`config.mk`:
```
export PLATFORM = sky130hd
export DESIGN_NAME = issue_scoreboard
export DESIGN_NICKNAME = d
export VERILOG_FILES = /design/src/rtl/instr_type.sv /design/src/rtl/register_file_params.sv /design/src/rtl/issue_scoreboard_pkg.sv /design/src/rtl/scoreboard_table.sv /design/src/rtl/issue_scoreboard.sv
export SDC_FILE = /design/constraint.sdc
export NUM_CORES = 1
export LEC_CHECK = 0
export ABC_AREA = 1
export CAP_MARGIN = 25
export CORE_AREA = 2 2 125 127
export CTS_BUF_LIST = sky130_fd_sc_hd__clkbuf_4 sky130_fd_sc_hd__clkbuf_8
export DETAILED_ROUTE_END_ITERATION = 10
export DIE_AREA = 0 0 127 129
export GPL_TIMING_DRIVEN = 1
export PLACE_DENSITY = 0.74
export SLEW_MARGIN = 20
export SYNTH_ARGS = -nofsm -noshare
export SYNTH_HDL_FRONTEND = slang
export SYNTH_HIERARCHICAL = 1
export SYNTH_SLANG_ARGS = --single-unit
```
`constraint.sdc`:
```
create_clock -name clk -period 6.7 [get_ports clk]
set_clock_uncertainty 0.15 [all_clocks]
set_input_delay 1.005 -clock clk [delete_from_list [all_inputs] [get_ports clk]]
set_output_delay 1.005 -clock clk [all_outputs]
set_load 0.01 [all_outputs]
```
`src/rtl/instr_type.sv`:
```
// Decoded instruction kinds carried through the pipeline.
package instr_type;

    typedef enum logic [2:0] {
        Invalid = 3'd0,
        Alu     = 3'd1,
        AluImm  = 3'd2,
        Load    = 3'd3,
        Store   = 3'd4,
        Branch  = 3'd5,
        Jump    = 3'd6
    } instr_kind_t;

endpackage

```
`src/rtl/register_file_params.sv`:
```
// Register file geometry shared by decode, scoreboard and execute.
package register_file_params;

    localparam int REGISTER_DESCRIPTOR_WIDTH = 5;

endpackage

```
`src/rtl/issue_scoreboard_pkg.sv`:
```
// Types and helpers for the issue scoreboard: slot FSM states, the
// pending-counter width function and the one-entry issue slot record.
package issue_scoreboard_pkg;

    import instr_type::*;
    import register_file_params::*;

    typedef enum logic {
        SLOT_EMPTY = 1'b0,
        SLOT_FULL  = 1'b1
    } slot_state_t;

    // Bits needed to count 0..max_pending outstanding writes.
    function automatic int pend_count_width(input int max_pending);
        return $clog2(max_pending + 1);
    endfunction

    typedef struct packed {
        instr_kind_t                          kind;
        logic [REGISTER_DESCRIPTOR_WIDTH-1:0] rs1;
        logic [REGISTER_DESCRIPTOR_WIDTH-1:0] rs2;
        logic [REGISTER_DESCRIPTOR_WIDTH-1:0] rd;
        logic                                 wr;
    } slot_t;

endpackage

```
`src/rtl/scoreboard_table.sv`:
```
// Per-register pending-write counters. x0 is never tracked. Produces the
// effective count (with same-cycle writeback bypass) for three read ports
// and applies reserve / writeback / flush-release updates each cycle.
module scoreboard_table
    import issue_scoreboard_pkg::*;
#(
    parameter int MAX_PENDING = 3,
    parameter int ADDR_WIDTH  = 5,
    localparam int COUNT_WIDTH = pend_count_width(MAX_PENDING)
) (
    input  logic                   clk,
    input  logic                   rst,
    input  logic [ADDR_WIDTH-1:0]  addr_a,
    input  logic [ADDR_WIDTH-1:0]  addr_b,
    input  logic [ADDR_WIDTH-1:0]  addr_c,
    output logic [COUNT_WIDTH-1:0] eff_a,
    output logic [COUNT_WIDTH-1:0] eff_b,
    output logic [COUNT_WIDTH-1:0] eff_c,
    input  logic                   inc_en,
    input  logic [ADDR_WIDTH-1:0]  inc_addr,
    input  logic                   dec_en,
    input  logic [ADDR_WIDTH-1:0]  dec_addr,
    input  logic                   rel_en,
    input  logic [ADDR_WIDTH-1:0]  rel_addr,
    output logic                   sb_error
);

    localparam int NUM_REGS = 2 ** ADDR_WIDTH;

    logic [COUNT_WIDTH-1:0] pend      [1:NUM_REGS-1];
    logic [COUNT_WIDTH-1:0] pend_next [1:NUM_REGS-1];
    logic [COUNT_WIDTH-1:0] pend_full [0:NUM_REGS-1];
    logic                   wb_underflow;

    // x0 reads as a permanently idle register.
    assign pend_full[0] = '0;
    for (genvar g = 1; g < NUM_REGS; g++) begin : g_full
        assign pend_full[g] = pend[g];
    end

    // A writeback landing this cycle already counts as released for hazards.
    assign eff_a = pend_full[addr_a] - COUNT_WIDTH'(dec_en && dec_addr == addr_a && pend_full[addr_a] != '0);
    assign eff_b = pend_full[addr_b] - COUNT_WIDTH'(dec_en && dec_addr == addr_b && pend_full[addr_b] != '0);
    assign eff_c = pend_full[addr_c] - COUNT_WIDTH'(dec_en && dec_addr == addr_c && pend_full[addr_c] != '0);

    assign wb_underflow = dec_en && dec_addr != '0 && pend_full[dec_addr] == '0;

    // Next count per register: +reserve, -writeback, -flush release, never below zero.
    always_comb begin
        for (int r = 1; r < NUM_REGS; r++) begin : upd
            logic inc_hit;
            logic dec_hit;
            logic rel_hit;
            inc_hit = inc_en && inc_addr == ADDR_WIDTH'(r);
            dec_hit = dec_en && dec_addr == ADDR_WIDTH'(r) && pend[r] != '0;
            rel_hit = rel_en && rel_addr == ADDR_WIDTH'(r) && pend[r] > COUNT_WIDTH'(dec_hit);
            pend_next[r] = pend[r] + COUNT_WIDTH'(inc_hit) - COUNT_WIDTH'(dec_hit) - COUNT_WIDTH'(rel_hit);
        end
    end

    // Counter state and the sticky underflow flag.
    always_ff @(posedge clk) begin
        if (!rst) begin
            pend     <= '{default: '0};
            sb_error <= 1'b0;
        end else begin
            pend <= pend_next;
            if (wb_underflow) begin
                sb_error <= 1'b1;
            end
        end
    end

endmodule

```
`src/rtl/issue_scoreboard.sv`:
```
// Issue controller between decode and execute: hazard detection against the
// pending-write table, a one-entry issue slot with valid/ready handshake,
// and reservation release on writeback and flush.
// Optional statistics counters are built when ISSUE_SCOREBOARD_STATS_EN is defined.
module issue_scoreboard
    import instr_type::*;
    import issue_scoreboard_pkg::*;
#(
    parameter int MAX_PENDING               = 3,
    parameter int REGISTER_DESCRIPTOR_WIDTH = register_file_params::REGISTER_DESCRIPTOR_WIDTH
) (
    input  logic                                 clk,
    input  logic                                 rst,
    input  logic                                 dec_valid,
    output logic                                 dec_ready,
    input  instr_kind_t                          instr_kind,
    input  logic [REGISTER_DESCRIPTOR_WIDTH-1:0] rs1_addr,
    input  logic [REGISTER_DESCRIPTOR_WIDTH-1:0] rs2_addr,
    input  logic [REGISTER_DESCRIPTOR_WIDTH-1:0] rd_addr,
    input  logic                                 uses_rs1,
    input  logic                                 uses_rs2,
    input  logic                                 write_reserve,
    output logic                                 issue_valid,
    input  logic                                 issue_ready,
    output instr_kind_t                          issue_kind,
    output logic [REGISTER_DESCRIPTOR_WIDTH-1:0] issue_rs1,
    output logic [REGISTER_DESCRIPTOR_WIDTH-1:0] issue_rs2,
    output logic [REGISTER_DESCRIPTOR_WIDTH-1:0] issue_rd,
    output logic                                 issue_wr,
    input  logic                                 wb_valid,
    input  logic [REGISTER_DESCRIPTOR_WIDTH-1:0] wb_rd,
    input  logic                                 flush,
    output logic                                 sb_error
`ifdef ISSUE_SCOREBOARD_STATS_EN
    ,
    output logic [31:0]                          stall_cycles,
    output logic [31:0]                          issue_count
`endif
);

    localparam int CW = pend_count_width(MAX_PENDING);

    logic [CW-1:0] eff_rs1;
    logic [CW-1:0] eff_rs2;
    logic [CW-1:0] eff_rd;
    logic          raw_hazard;
    logic          sat_hazard;
    logic          hazard;
    logic          accept;
    logic          inc_en;
    logic          rel_en;
    slot_state_t   state;
    slot_state_t   state_next;
    slot_t         slot;

    scoreboard_table #(
        .MAX_PENDING (MAX_PENDING),
        .ADDR_WIDTH  (REGISTER_DESCRIPTOR_WIDTH)
    ) u_table (
        .clk      (clk),
        .rst      (rst),
        .addr_a   (rs1_addr),
        .addr_b   (rs2_addr),
        .addr_c   (rd_addr),
        .eff_a    (eff_rs1),
        .eff_b    (eff_rs2),
        .eff_c    (eff_rd),
        .inc_en   (inc_en),
        .inc_addr (rd_addr),
        .dec_en   (wb_valid),
        .dec_addr (wb_rd),
        .rel_en   (rel_en),
        .rel_addr (slot.rd),
        .sb_error (sb_error)
    );

    assign raw_hazard = (uses_rs1 && eff_rs1 != '0) || (uses_rs2 && eff_rs2 != '0);
    assign sat_hazard = write_reserve && rd_addr != '0 && eff_rd == CW'(MAX_PENDING);
    assign hazard     = raw_hazard || sat_hazard;
    assign dec_ready  = rst && !flush && !hazard && (state == SLOT_EMPTY || issue_ready);
    assign accept     = dec_valid && dec_ready;
    assign inc_en     = accept && write_reserve && rd_addr != '0;
    assign rel_en     = flush && state == SLOT_FULL && slot.wr && slot.rd != '0;

    // Slot state register.
    always_ff @(posedge clk) begin
        if (!rst) begin
            state <= SLOT_EMPTY;
        end else begin
            state <= state_next;
        end
    end

    // Slot next state: flush wins, then accept fills, otherwise a take drains.
    always_comb begin
        state_next = state;
        if (flush) begin
            state_next = SLOT_EMPTY;
        end else if (accept) begin
            state_next = SLOT_FULL;
        end else if (state == SLOT_FULL && issue_ready) begin
            state_next = SLOT_EMPTY;
        end
    end

    // Slot payload only changes on accept, so it holds while stalled downstream.
    always_ff @(posedge clk) begin
        if (!rst) begin
            slot <= '0;
        end else if (accept) begin
            slot <= '{kind: instr_kind, rs1: rs1_addr, rs2: rs2_addr, rd: rd_addr, wr: write_reserve};
        end
    end

    assign issue_valid = state == SLOT_FULL;
    assign issue_kind  = slot.kind;
    assign issue_rs1   = slot.rs1;
    assign issue_rs2   = slot.rs2;
    assign issue_rd    = slot.rd;
    assign issue_wr    = slot.wr;

`ifdef ISSUE_SCOREBOARD_STATS_EN
    // Free-running stall and issue counters, wrapping at 2^32.
    always_ff @(posedge clk) begin
        if (!rst) begin
            stall_cycles <= '0;
            issue_count  <= '0;
        end else begin
            if (dec_valid && hazard) begin
                stall_cycles <= stall_cycles + 32'd1;
            end
            if (accept) begin
                issue_count <= issue_count + 32'd1;
            end
        end
    end
`endif

endmodule

```
* After elaboration in Yosys (flattened, before gate mapping) *
Cells that the tools add are included.

storage, ports and cells
  bits in registers = 83
  input bits = 32
  output and inout port bits = 22

operators by class
  add/sub/neg operators = 96
  order comparisons = 35
  equality and inequality tests = 97
  multiplexer cells = 14
  bitwise logic cells = 6
  reductions and logical operators = 224

operators with widths
  cell                                                       count
  equality test 5 bit (second input constant)                48
  logical AND 1 bit                                          177
  subtractor 2 x 1 -> 2 bit                                  65
  equality test 5 x 4 -> 1 bit (second input constant)       24
  nonzero test 2 bit                                         37
  adder 2 x 1 -> 2 bit                                       31
  > comparator 2 x 1 -> 1 bit                                31
  equality test 5 x 3 -> 1 bit (second input constant)       12
  binary-select mux 2 bit (select 5 bit)                     4
  equality test 5 x 2 -> 1 bit (second input constant)       6
  greater-or-equal comparator 6 bit (second input constant)  4
  NOT 5 -> 6 bit                                             4
  two-way mux 2 bit                                          8
  equality test 5 x 1 -> 1 bit (second input constant)       3
  equality test 5 bit                                        3
  nonzero test 5 bit                                         3
  logical OR 1 bit                                           3
  equality test 2 bit (second input constant)                1
  zero test 1 bit                                            2
  zero test 2 bit                                            1
  two-way mux 1 bit                                          2
  NOT 1 bit                                                  2
  OR reduction 2 bit                                         1

* Depth between registers and ports, before layout *
  word-level depth = 21
  gate-level depth with buffers = 27
  mapped depth without buffers = 24

* Modules after synthesis *
The synthesis kept the hierarchy.

by module, submodules not included
  module            instances  cells an instance  area each (um2)  seq. area each (um2)
  scoreboard_table  1          1218               7128.1           1261.2
  issue_scoreboard  1          150                974.7            400.4

* Worst setup path after synthesis *
No wires, ideal clock.

  path kind = input to register
  start = input rs1_addr[1]
  end = register u_table/pend[59] (netlist bit)
  setup time = 0.070 ns
  arrival time = 4.086 ns
  data required time = 6.480 ns
  setup slack = 2.395 ns
  cell stages on the path = 25
  buffers on the path = 3
  cells stage by stage = buf_2 -> inv_2 -> buf_2 -> a21oi_1 -> o21ai_0 -> nand3_1 -> nand3_1 -> nand3_1 -> o21ai_1 -> a21oi_1 -> ha_1 -> xnor2_1 -> o21a_1 -> nor2_2 -> buf_4 -> nand4_1 -> nor2_1 -> inv_1 -> nor2_1 -> clkinv_1 -> nor3_1 -> ha_1 -> xor2_1 -> o21ai_1 -> a21oi_1

between the ends
  cells in the longest elaborated chain, start to end = 21
  elaborated cells on any way between the ends = 23
  those cells by class = 4 x add/sub; 1 x eq/ne; 3 x mux; 1 x bitwise; 14 x reduce/logical

ends and longest elaborated chain
  element                                                line                    text
  start, declared                                        issue_scoreboard.sv:17  input logic [REGISTER_DESCRIPTOR_WIDTH-1:0] rs1_addr,
  NOT 5 -> 6 bit (implied by the code)                   scoreboard_table.sv:42  assign eff_a = pend_full[addr_a] - COUNT_WIDTH'(dec_en && dec_addr == addr_a && pend_full[addr_a] != '0);
  binary-select mux 2 bit (select 5 bit)                 scoreboard_table.sv:42
  two-way mux 2 bit (implied by the code) (2 in series)  scoreboard_table.sv:42
  nonzero test 2 bit                                     scoreboard_table.sv:42
  logical AND 1 bit                                      scoreboard_table.sv:42
  subtractor 2 x 1 -> 2 bit *                            scoreboard_table.sv:42
  named net eff_rs1[1]                                   issue_scoreboard.sv:43  logic [CW-1:0] eff_rs1;
  nonzero test 2 bit *                                   issue_scoreboard.sv:77  assign raw_hazard = (uses_rs1 && eff_rs1 != '0) || (uses_rs2 && eff_rs2 != '0);
  (+3 left out)                                          n/a
  zero test 1 bit *                                      issue_scoreboard.sv:80  assign dec_ready = rst && !flush && !hazard && (state == SLOT_EMPTY || issue_ready);
  logical AND 1 bit * (2 in series)                      issue_scoreboard.sv:80
  logical AND 1 bit *                                    issue_scoreboard.sv:81  assign accept = dec_valid && dec_ready;
  logical AND 1 bit * (2 in series)                      issue_scoreboard.sv:82  assign inc_en = accept && write_reserve && rd_addr != '0;
  named net inc_en                                       issue_scoreboard.sv:50  logic inc_en;
  logical AND 1 bit *                                    scoreboard_table.sv:54  inc_hit = inc_en && inc_addr == ADDR_WIDTH'(r);
  adder 2 x 1 -> 2 bit *                                 scoreboard_table.sv:57  pend_next[r] = pend[r] + COUNT_WIDTH'(inc_hit) - COUNT_WIDTH'(dec_hit) - COUNT_WIDTH'(rel_hit);
  subtractor 2 x 1 -> 2 bit * (2 in series)              scoreboard_table.sv:57
  end signal, assigned                                   scoreboard_table.sv:67  pend <= pend_next;
  end, declared                                          scoreboard_table.sv:30  logic [COUNT_WIDTH-1:0] pend [1:NUM_REGS-1];

Mark *: on every way through the listed nets, which the timed path passes. The rest lies on a longest branch. The select of a mux whose other input is x is not followed.
A chain may end at the register's enable or synchronous reset.

* Worst setup path in the final report *
  start = input rs2_addr[0]
  end = output dec_ready

between the ends
  cells in the longest elaborated chain, start to end = 14
  elaborated cells on any way between the ends = 16
  those cells by class = 1 x add/sub; 1 x eq/ne; 3 x mux; 1 x bitwise; 10 x reduce/logical

ends and longest elaborated chain
  element                                                line                    text
  start, declared                                        issue_scoreboard.sv:18  input logic [REGISTER_DESCRIPTOR_WIDTH-1:0] rs2_addr,
  NOT 5 -> 6 bit (implied by the code)                   scoreboard_table.sv:43  assign eff_b = pend_full[addr_b] - COUNT_WIDTH'(dec_en && dec_addr == addr_b && pend_full[addr_b] != '0);
  binary-select mux 2 bit (select 5 bit)                 scoreboard_table.sv:43
  two-way mux 2 bit (implied by the code) (2 in series)  scoreboard_table.sv:43
  nonzero test 2 bit                                     scoreboard_table.sv:43
  logical AND 1 bit                                      scoreboard_table.sv:43
  subtractor 2 x 1 -> 2 bit *                            scoreboard_table.sv:43
  named net eff_rs2[1]                                   issue_scoreboard.sv:44  logic [CW-1:0] eff_rs2;
  nonzero test 2 bit *                                   issue_scoreboard.sv:77
  logical AND 1 bit *                                    issue_scoreboard.sv:77
  logical OR 1 bit *                                     issue_scoreboard.sv:77
  logical OR 1 bit *                                     issue_scoreboard.sv:79  assign hazard = raw_hazard || sat_hazard;
  zero test 1 bit *                                      issue_scoreboard.sv:80
  logical AND 1 bit * (2 in series)                      issue_scoreboard.sv:80
  end, declared                                          issue_scoreboard.sv:15  output logic dec_ready,

Marked as above.

==> reports/results.ini <==
[clock_network]
clk_path_buf_depth=2
htreeDepth=3
clkLatencyLatePin_ns=0.39
cts.clk_slew.worst_paths_ns=0.08
cts-buffers-inserted=9
cts_sinks=83
cts_resized=0
ctsHoldBuffers=0
cts_tree=built
postCtsSetupBuffers=0
cts_root_buf=clkbuf_8

[critical_path]
critPathBufInv=5
arrival_ns=4.42
slowest_stage=clkdlybuf4s50_1
critPathRequiredTime_ns=5.54
critPathKind=input port to output pin
crit_path_start_kind=input port
worst_path_dominant_cell_family=buffers and inverters
crit_fanout=41
endpoint_kind=output pin
worst_path_largest_cell_delay_ns=0.63
cpMostUsedCell=nand2_1
cp_cell_sequence=clkdlybuf4s50_1 -> buf_4 -> a21oi_1 -> o21ai_0 -> nand3_1 -> nand2_1 -> nand2_1 -> nand3_1 -> nand2_1 -> a21oi_1 -> ha_1 -> xnor2_1 -> o21ai_0 -> nand2_1 -> nor2_2 -> buf_4 -> nand2_1 -> inv_1 -> clkdlybuf4s50_1

[yosys]
synth_mux_area_share_pct=0
synth-compound-area-share_pct=19.1
synth_top_area_cell=dfxtp_1
synth-adder-area-share_pct=10.0
synth_top_area_share_pct=20.5
synth_cells=1368
syn_area_sq_um=8100
synth_top_family_by_area=simple AND/OR/NAND/NOR gates
synthTopCellsByArea=dfxtp_1 21%, nand2_1 15%, ha_1 10%
syn-mean-instance-area_sq_um=5.92
ys_warn_count=6
synthMostInstantiatedCell=nand2_1
syn-num-nets=1465
ys_ff_latch=83
synth-simple-area-share_pct=33.5
synth.top_cells.by_count=317 x nand2_1, 175 x nor2_1, 152 x inv_1
synth_cell_types=37
synthXorXnorAreaFrac_pct=4.32
seq_area_frac_synth_pct=20.5
synthArstFlopShare_pct=0
synth_flop_cell=dfxtp_1
synth_edf_count=0

[power_and_ir_drop]
ir_drop_v=0.0000928
pwr-share-seq_pct=44.9
power_switching_uw=367
internal_power_uw=755
combPwrFrac_pct=20.6
p_leak_nw=4.44
swShare_pct=32.7
clockPowerShare_pct=34.5
p_per_area_nw_per_um2=128

[finish]
fin_cells=1562
area_growth_syn_to_layout_pct=8.46
nets=1466
drive_above_1_share_pct=4.59
fin_area_sq_um=8790
antenna_cells=0

[drt]
dr.pass1.iters=6
routed_via_density=5.99
wl_per_cell_um=18.5
drt-total-wl_mm=28.8
drt_iter0_markers=1285
ant_nets=0
drc=0
via_count=9362

[timing]
hold_viol=0
setup_violations=0
fmaxAchievable_ghz=0.179
tightestPinTransition_ns=1.05
rsz0062_at_grt=false
slew_headroom_pct=29.9
min_period_ns=5.57
period_share_pct=83.2
slew_viol_final=0
tns_ns=0

[hold_path]
hold_class=flop to flop

[global_route]
grt_pass1_vias=8131
grt_max_degree=81
grt_pass1_wl_mm=44.2
grtUsageTotal_pct=34.8
grt.overflow.total=0
grt_antenna_before_repair=0

[floorplanning]
rows=45
ios=54
start_util_pct=54.1
fp.dieW_um=127
chipHeight_um=129
fp.dieArea_sq_um=16400
core_sq_um=15000

[placed_design]
dpl.hpwl_mm=21.7
dp_cells=1546
gp_congestion=1.02
dpl_cell_area_sq_um=8590
portBuffers=53

[status]
status=completed

[flow_run]
max_cap_violations=0

layer usage:
layer	vias to the layer above	wire, um	global-route usage (%)
met5	-	0	0
met4	0	1460	18.3
met3	98	3100	6.57
met2	532	12300	52.8
met1	4255	12000	47.2
li1	4477	-	-
metrics by stage:
| stage | power [mW] | hold slack [ns] | utilization, % | setup slack [ns] |
|---|---|---|---|---|
| finish | 1.12 | 0.305 | 58.7 | 1.13 |
| global route | 1.16 | 0.330 | 58.7 | 0.911 |
| CTS | 1.12 | 0.310 | 58.7 | 1.16 |
| detailed placement | 0.738 | 0.297 | 57.3 | 1.15 |
| global placement | 0.737 | 0.292 | 57.3 | 1.19 |
| floorplan | 0.657 | 0.323 | - | 2.39 |
cells in the final DEF, fill, tap and decap left out, types with 2 or more instances in the layout:
cell	count
nor2_1	175
nand2_1	317
a221oi_1	4
ha_1	65
clkinvlp_4	2
o21ai_0	97
o22ai_1	23
a21oi_1	102
nand3_2	2
a31oi_1	24
nor2_2	10
o211ai_1	13
clkdlybuf4s50_1	51
buf_4	15
nor3_1	9
clkinv_1	4
a21boi_0	4
o21ai_1	11
dfxtp_1	83
clkbuf_8	10
xnor2_1	16
nand4_1	22
inv_1	152
xor2_1	24
o21a_1	4
nand2_2	3
nand3_1	107
inv_2	11
clkinv_2	3
buf_2	2
worst reg2reg max path, delay by kind of cell, from the launching register on:
kind                     cells  cell delay (ns)
buffers and inverters        3             0.50
flip-flops                   1             0.55
adder cells (fa/ha/maj)      2             0.39
AO/OA/AOI/OAI                5             0.81
AND/OR/NAND/NOR             10             1.52
XOR/XNOR                     2             0.24
registers in the layout (all words and copies together), names as in the netlist:
name	count
u_table/pend	62
issue_rd	5
issue_rs1	5
issue_rs2	5
issue_kind	3
issue_valid	1
issue_wr	1
u_table/sb_error	1
layout make-up:
cell class | instances | area [sq um]
multi-input combinational | 1039 | 5430
timing repair buffer | 68 | 633
tap | 188 | 235
fill | 1560 | 6190
inverter | 168 | 632
clock buffer | 10 | 138
clock inverter | 6 | 63.8
sequential | 83 | 1660
power by group through the flow:
stage	clock network, mW	registers, mW	logic [mW]
floorplan	0	0.517	0.140
global placement	0	0.515	0.222
detailed placement	0	0.515	0.223
finish	0.388	0.504	0.231
global route	0.411	0.505	0.248
CTS	0.395	0.504	0.223
path summary, 6_finish.rpt:
| path | from | to | depth (start not counted) | slack, ns |
|---|---|---|---|---|
| worst max-delay path | rs2_addr[0] | dec_ready | 19 | 1.13 |
| worst min-delay path | u_table/sb_error | u_table/sb_error | 2 | 0.31 |
| worst max register to register | u_table/pend[15] | u_table/pend[53] | 22 | 2.46 |
| worst min register to register | u_table/sb_error | u_table/sb_error | 2 | 0.31 |
kinds of logic (layout without fill, tap and decap cells):
family | count (synthesis) | count (layout)
fa+ha+maj | 65 | 65
flops | 83 | 83
xor+xnor | 40 | 40
simple gates | 651 | 651
buf+inv | 246 | 252
compound gates | 283 | 283
(Power assumes the default switching activity.)
